[src/rtl/cdma_stripe_req_split.sv]
// Striped card-memory read command splitter.
// Splits one striped read request into chunks of at most CHUNK_BEATS beats.
// For each chunk it emits one mux command, then one read command per channel
// that the chunk touches, in ascending channel order.
module cdma_stripe_req_split #(
    parameter int N_MEM_CHAN  = 4,
    parameter int DATA_BITS   = 512,
    parameter int ADDR_BITS   = 48,
    parameter int LEN_BITS    = 28,
    parameter int CHUNK_BEATS = 64
) (
    input  logic                            aclk,
    input  logic                            areset,
    input  logic                            s_req_valid,
    output logic                            s_req_ready,
    input  logic [ADDR_BITS-1:0]            s_req_addr,
    input  logic [LEN_BITS-1:0]             s_req_len,
    input  logic                            s_req_ctl,
    output logic                            m_mux_valid,
    input  logic                            m_mux_ready,
    output logic [$clog2(N_MEM_CHAN)-1:0]   m_mux_sel,
    output logic [LEN_BITS-$clog2(DATA_BITS/8)-1:0] m_mux_len,
    output logic                            m_mux_ctl,
    output logic [N_MEM_CHAN-1:0]           m_card_valid,
    input  logic [N_MEM_CHAN-1:0]           m_card_ready,
    output logic [N_MEM_CHAN*ADDR_BITS-1:0] m_card_addr,
    output logic [N_MEM_CHAN*LEN_BITS-1:0]  m_card_len
);

    localparam int BL        = $clog2(DATA_BITS / 8);
    localparam int LN        = $clog2(N_MEM_CHAN);
    localparam int BEAT_BITS = LEN_BITS - BL;
    localparam int BW        = BEAT_BITS + 1;
    localparam int GBITS     = ADDR_BITS - BL;
    localparam logic [BW-1:0] CHUNK = BW'(CHUNK_BEATS);

    typedef enum logic [1:0] {ST_IDLE, ST_CALC, ST_MUX, ST_ISSUE} state_t;

    state_t                          r_state, w_next;
    logic [GBITS-1:0]                r_g0;
    logic [BEAT_BITS-1:0]            r_brem;
    logic                            r_ctl;
    logic [BW-1:0]                   r_bc;
    logic                            r_last;
    logic [LN-1:0]                   r_k;
    logic [LN-1:0]                   r_mux_sel;
    logic [BEAT_BITS-1:0]            r_mux_len;
    logic                            r_mux_ctl;
    logic [N_MEM_CHAN-1:0]           r_nz;
    logic [N_MEM_CHAN*ADDR_BITS-1:0] r_card_addr;
    logic [N_MEM_CHAN*LEN_BITS-1:0]  r_card_len;

    logic [BEAT_BITS-1:0]            w_req_beats;
    logic                            w_req_hs;
    logic                            w_issue_adv;
    logic                            w_issue_done;
    logic [BW-1:0]                   w_brem_x;
    logic [BW-1:0]                   w_bc;
    logic                            w_last;
    logic [LN-1:0]                   w_start;
    logic [GBITS-LN-1:0]             w_base;
    logic [LN-1:0]                   w_d     [N_MEM_CHAN];
    logic [BW-1:0]                   w_beats [N_MEM_CHAN];
    logic [GBITS-1:0]                w_local [N_MEM_CHAN];
    logic [N_MEM_CHAN-1:0]           w_nz;
    logic [N_MEM_CHAN*ADDR_BITS-1:0] w_addr;
    logic [N_MEM_CHAN*LEN_BITS-1:0]  w_len;

    assign w_req_beats = s_req_len[LEN_BITS-1:BL];
    assign w_brem_x    = {1'b0, r_brem};
    assign w_bc        = (w_brem_x > CHUNK) ? CHUNK : w_brem_x;
    assign w_last      = (w_brem_x == w_bc);
    assign w_start     = r_g0[LN-1:0];
    assign w_base      = r_g0[GBITS-1:LN];

    // State register.
    always_ff @(posedge aclk) begin
        // NOTE: clocked state uses non-blocking assignments so every register samples pre-edge values.
        if (areset) r_state <= ST_IDLE;
        else        r_state <= w_next;
    end

    // Next-state decode and handshake outputs.
    always_comb begin
        // NOTE: every output of this block gets a default first so no latch is inferred.
        w_next       = r_state;
        s_req_ready  = 1'b0;
        m_mux_valid  = 1'b0;
        m_card_valid = '0;
        w_req_hs     = 1'b0;
        w_issue_adv  = 1'b0;
        w_issue_done = 1'b0;
        case (r_state)
            ST_IDLE: begin
                s_req_ready = !areset;
                if (s_req_valid && !areset) begin
                    w_req_hs = 1'b1;
                    if (w_req_beats != '0) w_next = ST_CALC;
                end
            end
            ST_CALC: w_next = ST_MUX;
            ST_MUX: begin
                m_mux_valid = 1'b1;
                if (m_mux_ready) w_next = ST_ISSUE;
            end
            ST_ISSUE: begin
                m_card_valid[r_k] = r_nz[r_k];
                w_issue_adv       = !r_nz[r_k] || m_card_ready[r_k];
                if (w_issue_adv && (r_k == LN'(N_MEM_CHAN - 1))) begin
                    w_issue_done = 1'b1;
                    w_next       = r_last ? ST_IDLE : ST_CALC;
                end
            end
            default: w_next = ST_IDLE;
        endcase
    end

    // Per-channel beat count and local address for the current chunk.
    always_comb begin
        w_nz   = '0;
        w_addr = '0;
        w_len  = '0;
        for (int c = 0; c < N_MEM_CHAN; c++) begin
            w_d[c]     = LN'(c) - w_start;
            w_beats[c] = (w_bc > BW'(w_d[c]))
                         ? (((w_bc - BW'(w_d[c]) - BW'(1)) >> LN) + BW'(1))
                         : '0;
            // Channels below the start channel are already one stripe row further on.
            w_local[c] = GBITS'(w_base) + GBITS'(LN'(c) < w_start);
            w_nz[c]    = (w_beats[c] != '0);
            w_addr[c*ADDR_BITS +: ADDR_BITS] = {w_local[c], {BL{1'b0}}};
            w_len[c*LEN_BITS +: LEN_BITS]    = {w_beats[c][BEAT_BITS-1:0], {BL{1'b0}}};
        end
    end

    // Request, chunk and channel-command registers.
    always_ff @(posedge aclk) begin
        // NOTE: datapath registers are reset too, because every output must read 0 while in reset.
        if (areset) begin
            r_g0        <= '0;
            r_brem      <= '0;
            r_ctl       <= 1'b0;
            r_bc        <= '0;
            r_last      <= 1'b0;
            r_k         <= '0;
            r_mux_sel   <= '0;
            r_mux_len   <= '0;
            r_mux_ctl   <= 1'b0;
            r_nz        <= '0;
            r_card_addr <= '0;
            r_card_len  <= '0;
        end else begin
            if (w_req_hs) begin
                r_g0   <= s_req_addr[ADDR_BITS-1:BL];
                r_brem <= w_req_beats;
                r_ctl  <= s_req_ctl;
            end
            if (r_state == ST_CALC) begin
                r_bc        <= w_bc;
                r_last      <= w_last;
                r_mux_sel   <= w_start;
                r_mux_len   <= BEAT_BITS'(w_bc - BW'(1));
                r_mux_ctl   <= r_ctl & w_last;
                r_nz        <= w_nz;
                r_card_addr <= w_addr;
                r_card_len  <= w_len;
            end
            if (r_state == ST_MUX && m_mux_ready) r_k <= '0;
            if (w_issue_adv) r_k <= r_k + LN'(1);
            if (w_issue_done) begin
                r_brem <= r_brem - BEAT_BITS'(r_bc);
                r_g0   <= r_g0 + GBITS'(r_bc);
            end
        end
    end

    assign m_mux_sel   = r_mux_sel;
    assign m_mux_len   = r_mux_len;
    assign m_mux_ctl   = r_mux_ctl;
    assign m_card_addr = r_card_addr;
    assign m_card_len  = r_card_len;

endmodule
[config.mk]
export PLATFORM = sky130hd
export DESIGN_NAME = cdma_stripe_req_split
export DESIGN_NICKNAME = d
export VERILOG_FILES = /design/src/rtl/cdma_stripe_req_split.sv
export SDC_FILE = /design/constraint.sdc
export NUM_CORES = 1
export LEC_CHECK = 0
export CELL_PAD_IN_SITES_DETAIL_PLACEMENT = 1
export CELL_PAD_IN_SITES_GLOBAL_PLACEMENT = 2
export CORE_AREA = 2 2 268 270
export DETAILED_ROUTE_END_ITERATION = 8
export DIE_AREA = 0 0 270 272
export PLACE_DENSITY = 0.88
export SLEW_MARGIN = 20
export SYNTH_ARGS = -nofsm -noshare
export SYNTH_HDL_FRONTEND = slang
export SYNTH_SLANG_ARGS = --single-unit
[constraint.sdc]
create_clock -name aclk -period 3.6 [get_ports aclk]
set_input_delay 0.54 -clock aclk [delete_from_list [all_inputs] [get_ports aclk]]
set_output_delay 0.54 -clock aclk [all_outputs]
set_load 0.02 [all_outputs]
==> flow_metrics.tcl <==
set metrics [dict create \
    status "completed" \
    top_layer "met5" \
    cts_buffers 46 \
    synth_edf_count 0 \
    die_y_um 272 \
    vias 17900 \
    ys_seq_elements 372 \
    nFillCells 8280 \
    tightest_slew_ps 1110 \
    globalplace.congestion 0.860 \
    drc 0 \
    synth_compound_area_share_pct 17.4 \
    worst_ep_required_time_ps 4100 \
    period_needed_ps 3470 \
    synth-simple-area-share_pct 21.5 \
    rr_endpoint "m_card_len[94]" \
    clk_latency_ps 590 \
    antenna_found_initial 4 \
    comb_power_share_pct 41.2 \
    seqPwrFrac_pct 31.8 \
    core_area_sq_um 70800 \
    critPathMaxStageDelay_ps 360 \
    initial_utilization_pct 26.6 \
    powerDensity_nw_per_um2 713 \
    endpoint_kind "register" \
    fin_nets 2775 \
    synth_top_family_by_area "simple AND/OR/NAND/NOR gates" \
    multi_input_area_sq_um 10500 \
    dp_cells 3515 \
    max_cap_viol_count 0 \
    syn_inst 2279 \
    cellLeakagePower_nw 9.10 \
    drt-met1-wl_um 31400 \
    grt_pass1_vias 18800 \
    floorplan.rows 98 \
    timing.critical_path.mode_cell "buf_4" \
    synth_adder_area_share_pct 5.05 \
    irDropWorstVdd_v 0.000428 \
    first_pass_iters 5 \
    routed_wl_um 74000 \
    hold_violations 0 \
    layout-drive-gt1-share_pct 9.24 \
    p_sw_mw 6.97 \
    grt_max_degree 123 \
    fin_skew_ps 28.3 \
    yosysUniqueCellTypes 84 \
    grt-ovfl-total 0 \
    critPathCapture "m_card_len[94]" \
    wl_met2_um 36300 \
    worst_setup_path_start_kind "register" \
    instances_no_fill 3603 \
    seq_area_sq_um 7450 \
    crit_type "register to register" \
    r2r_start "r_brem[20]" \
    wl_per_cell_um 20.5 \
    synth-xor-area-share_pct 6.32 \
    power.internal_mw 11.0 \
    rrSetupSlack_ps 130 \
    yosysWarnings 0 \
    die_x_um 270 \
    syn2layout_area_growth_pct 34.1 \
    cp_max_fo 4 \
    post-dp-hpwl_um 55600 \
    hold_class "primary input to register" \
    fmax_mhz 288 \
    fin_hold_ws_ps 280 \
    cts_max_level 2 \
    slew_headroom_pct 25.7 \
    dieArea_sq_um 73400 \
    synthesis.area_sq_um 18800 \
    clk_pin_slew_ps 60 \
    slowest_stage "dfxtp_2" \
    finalMaxSlewViolations 0 \
    cts_tree "yes" \
    clockPowerShare_pct 27.0 \
    arrival_ps 3970 \
    io_pins 420 \
    ctsHoldBuffers 0 \
    sw_frac_of_total_pct 38.7 \
    seq_area_frac_synth_pct 39.5 \
    clock_path_buffers 3 \
    track_usage_pct 19.3 \
    via_per_inst 4.97 \
    worstSetupStartpoint "r_brem[20]" \
    ff2ff_path_depth 17 \
    synthMuxAreaShare_pct 3.39 \
    grt_pass1_wl_um 113000 \
    drt_iter0_markers 952 \
    ys_async_sr_fraction_pct 0 \
    setup_violations 0 \
    crit_chain "nor4_4 > buf_4 > and4_4 > and2_4 > nand2_2 > inv_2 > buf_4 > ha_2 > a21oi_1 > and3_1 > or2_2 > ha_1 > nor3_1 > nand2_1 > nor2_4 > a221oi_1 > a211oi_1" \
    wl_met3_um 4070 \
    min_period_over_period_pct 96.3 \
    antenna_left 0 \
    clock-sinks 372 \
    synth_ff_type "dfxtp_1" \
    avgSynthCellArea_sq_um 8.26 \
    cts-root-buf "clkbuf_16" \
    port_buffers 354 \
]
==> worst min path at each step <==
stage          cells past startpoint       endpoint  slack, ps     startpoint
5_1_grt                            2         r_last        280         areset
6_report                           2   m_mux_sel[0]        280         areset
2_1_floorplan                      2          r_ctl        440          r_ctl
3_3_place_gp                       1  m_mux_len[20]        440  m_mux_len[20]
4_1_cts                            2   m_mux_len[6]        240         areset
3_5_place_dp                       1  m_mux_len[11]        440  m_mux_len[11]
==> cells in the mapped netlist (29+ instances only) <==
| library cell | instances | area, sq um |
|---|---|---|
| o21a_1 | 41 | 308 |
| xor2_1 | 75 | 657 |
| a21oi_1 | 102 | 510 |
| inv_1 | 55 | 206 |
| o21ai_0 | 59 | 295 |
| mux2i_1 | 57 | 571 |
| clkbuf_1 | 129 | 484 |
| nor3_1 | 42 | 210 |
| a311oi_1 | 49 | 429 |
| dfxtp_1 | 372 | 7450 |
| xnor2_1 | 61 | 534 |
| nand2_1 | 233 | 875 |
| buf_4 | 55 | 413 |
| ha_1 | 72 | 901 |
| nand3_1 | 64 | 320 |
| a211oi_1 | 116 | 871 |
| nor2_1 | 339 | 1270 |
| and3_1 | 29 | 181 |
| and2_1 | 41 | 257 |
| or3_1 | 35 | 219 |
==> logic make-up (layout without fill, tap and decap cells) <==
logic type / after synthesis / after routing
AO/OA/AOI/OAI: 472 / 472
XOR/XNOR: 136 / 136
adder cells (fa/ha/maj): 75 / 75
buffers and inverters: 276 / 596
flip-flops: 372 / 372
multiplexers: 61 / 61
other: 1 / 55
AND/OR/NAND/NOR: 886 / 886
==> power groups by stage <==
| stage | clock network, mW | registers (mW) | logic [mW] |
|---|---|---|---|
| 3_3_place_gp | 0 | 5.76 | 7.11 |
| 6_report | 4.86 | 5.72 | 7.42 |
| 5_1_grt | 5.17 | 5.83 | 8.02 |
| 3_5_place_dp | 0 | 5.80 | 7.35 |
| 4_1_cts | 5.00 | 5.72 | 7.40 |
| 2_1_floorplan | 0 | 6.48 | 3.61 |
==> critical path, delay by kind of cell, from the launching register on <==
family | cells | cell delay, ps
buf+inv | 3 | 360
simple gates | 9 | 1790
fa+ha+maj | 2 | 460
flops | 1 | 360
compound gates | 3 | 410
==> cell type report <==
cell class,count,share of cell area (%)
Antenna cell,2,0.0198
Clock buffer,64,5.30
Clock inverter,19,0.966
Inverter,57,0.847
Multi-Input combinational cell,1683,41.4
Sequential cell,372,29.5
Tap cell,950,4.71
Timing Repair Buffer,456,17.2
==> timing repair <==
item / in CTS / in global routing
setup buffers: 0 / 3
pin swaps: 0 / 7
endpoints found under the setup margin: 10 / 32
gates resized for setup: 3 / 26
==> routing by layer <==
| layer | up-vias | GRT usage, % |
|---|---|---|
| met5 | - | 0 |
| met4 | 4 | 6.17 |
| met3 | 118 | 3.75 |
| met2 | 480 | 34.4 |
| met1 | 8818 | 23.4 |
| li1 | 8501 | - |
==> flip-flops by register name, summed over array words and instances (netlist names), 2 cells and up <==
signal,count
m_mux_len,22
r_brem,22
m_mux_sel,2
m_card_addr,163
m_card_len,88
r_nz,4
r_state,2
r_k,2
r_bc,22
r_g0,42
==> layout by cell type, fill, tap and decap left out, types with 8 or more instances in the layout <==
master,n
clkbuf_8,12
buf_4,99
nor2_1,337
ha_1,68
and4_1,8
conb_1,53
o21ai_0,59
nor4_1,15
or2_2,10
nand4_1,18
clkdlybuf4s50_1,353
nand2_1,231
mux2i_1,57
a21oi_1,99
dfxtp_1,370
inv_1,54
a21boi_0,8
nor2b_1,14
o21a_1,40
xor2_1,74
and2_1,39
xnor2_1,60
a21o_1,15
a31oi_1,13
nand2b_1,11
nor3_1,41
or3_1,35
and3_1,29
a211oi_1,116
clkbuf_16,46
nand3_1,64
a311oi_1,49
==> stage by stage <==
| step | setup slack (ps) | setup TNS, ps | instance area, sq um | util [%] | total power [mW] |
|---|---|---|---|---|---|
| 2_1_floorplan | 1.30 | 0 | 19000 | - | 10.1 |
| 3_3_place_gp | 50.8 | 0 | 23500 | 33.2 | 12.9 |
| 3_5_place_dp | -58.9 | -288 | 23500 | 33.2 | 13.1 |
| 4_1_cts | 0.310 | 0 | 25100 | 35.5 | 18.1 |
| 5_1_grt | -29.5 | -29.5 | 25300 | 35.7 | 19.0 |
| 6_report | 134 | 0 | 25300 | 35.7 | 18.0 |
Power figures use the tool's default switching activity.
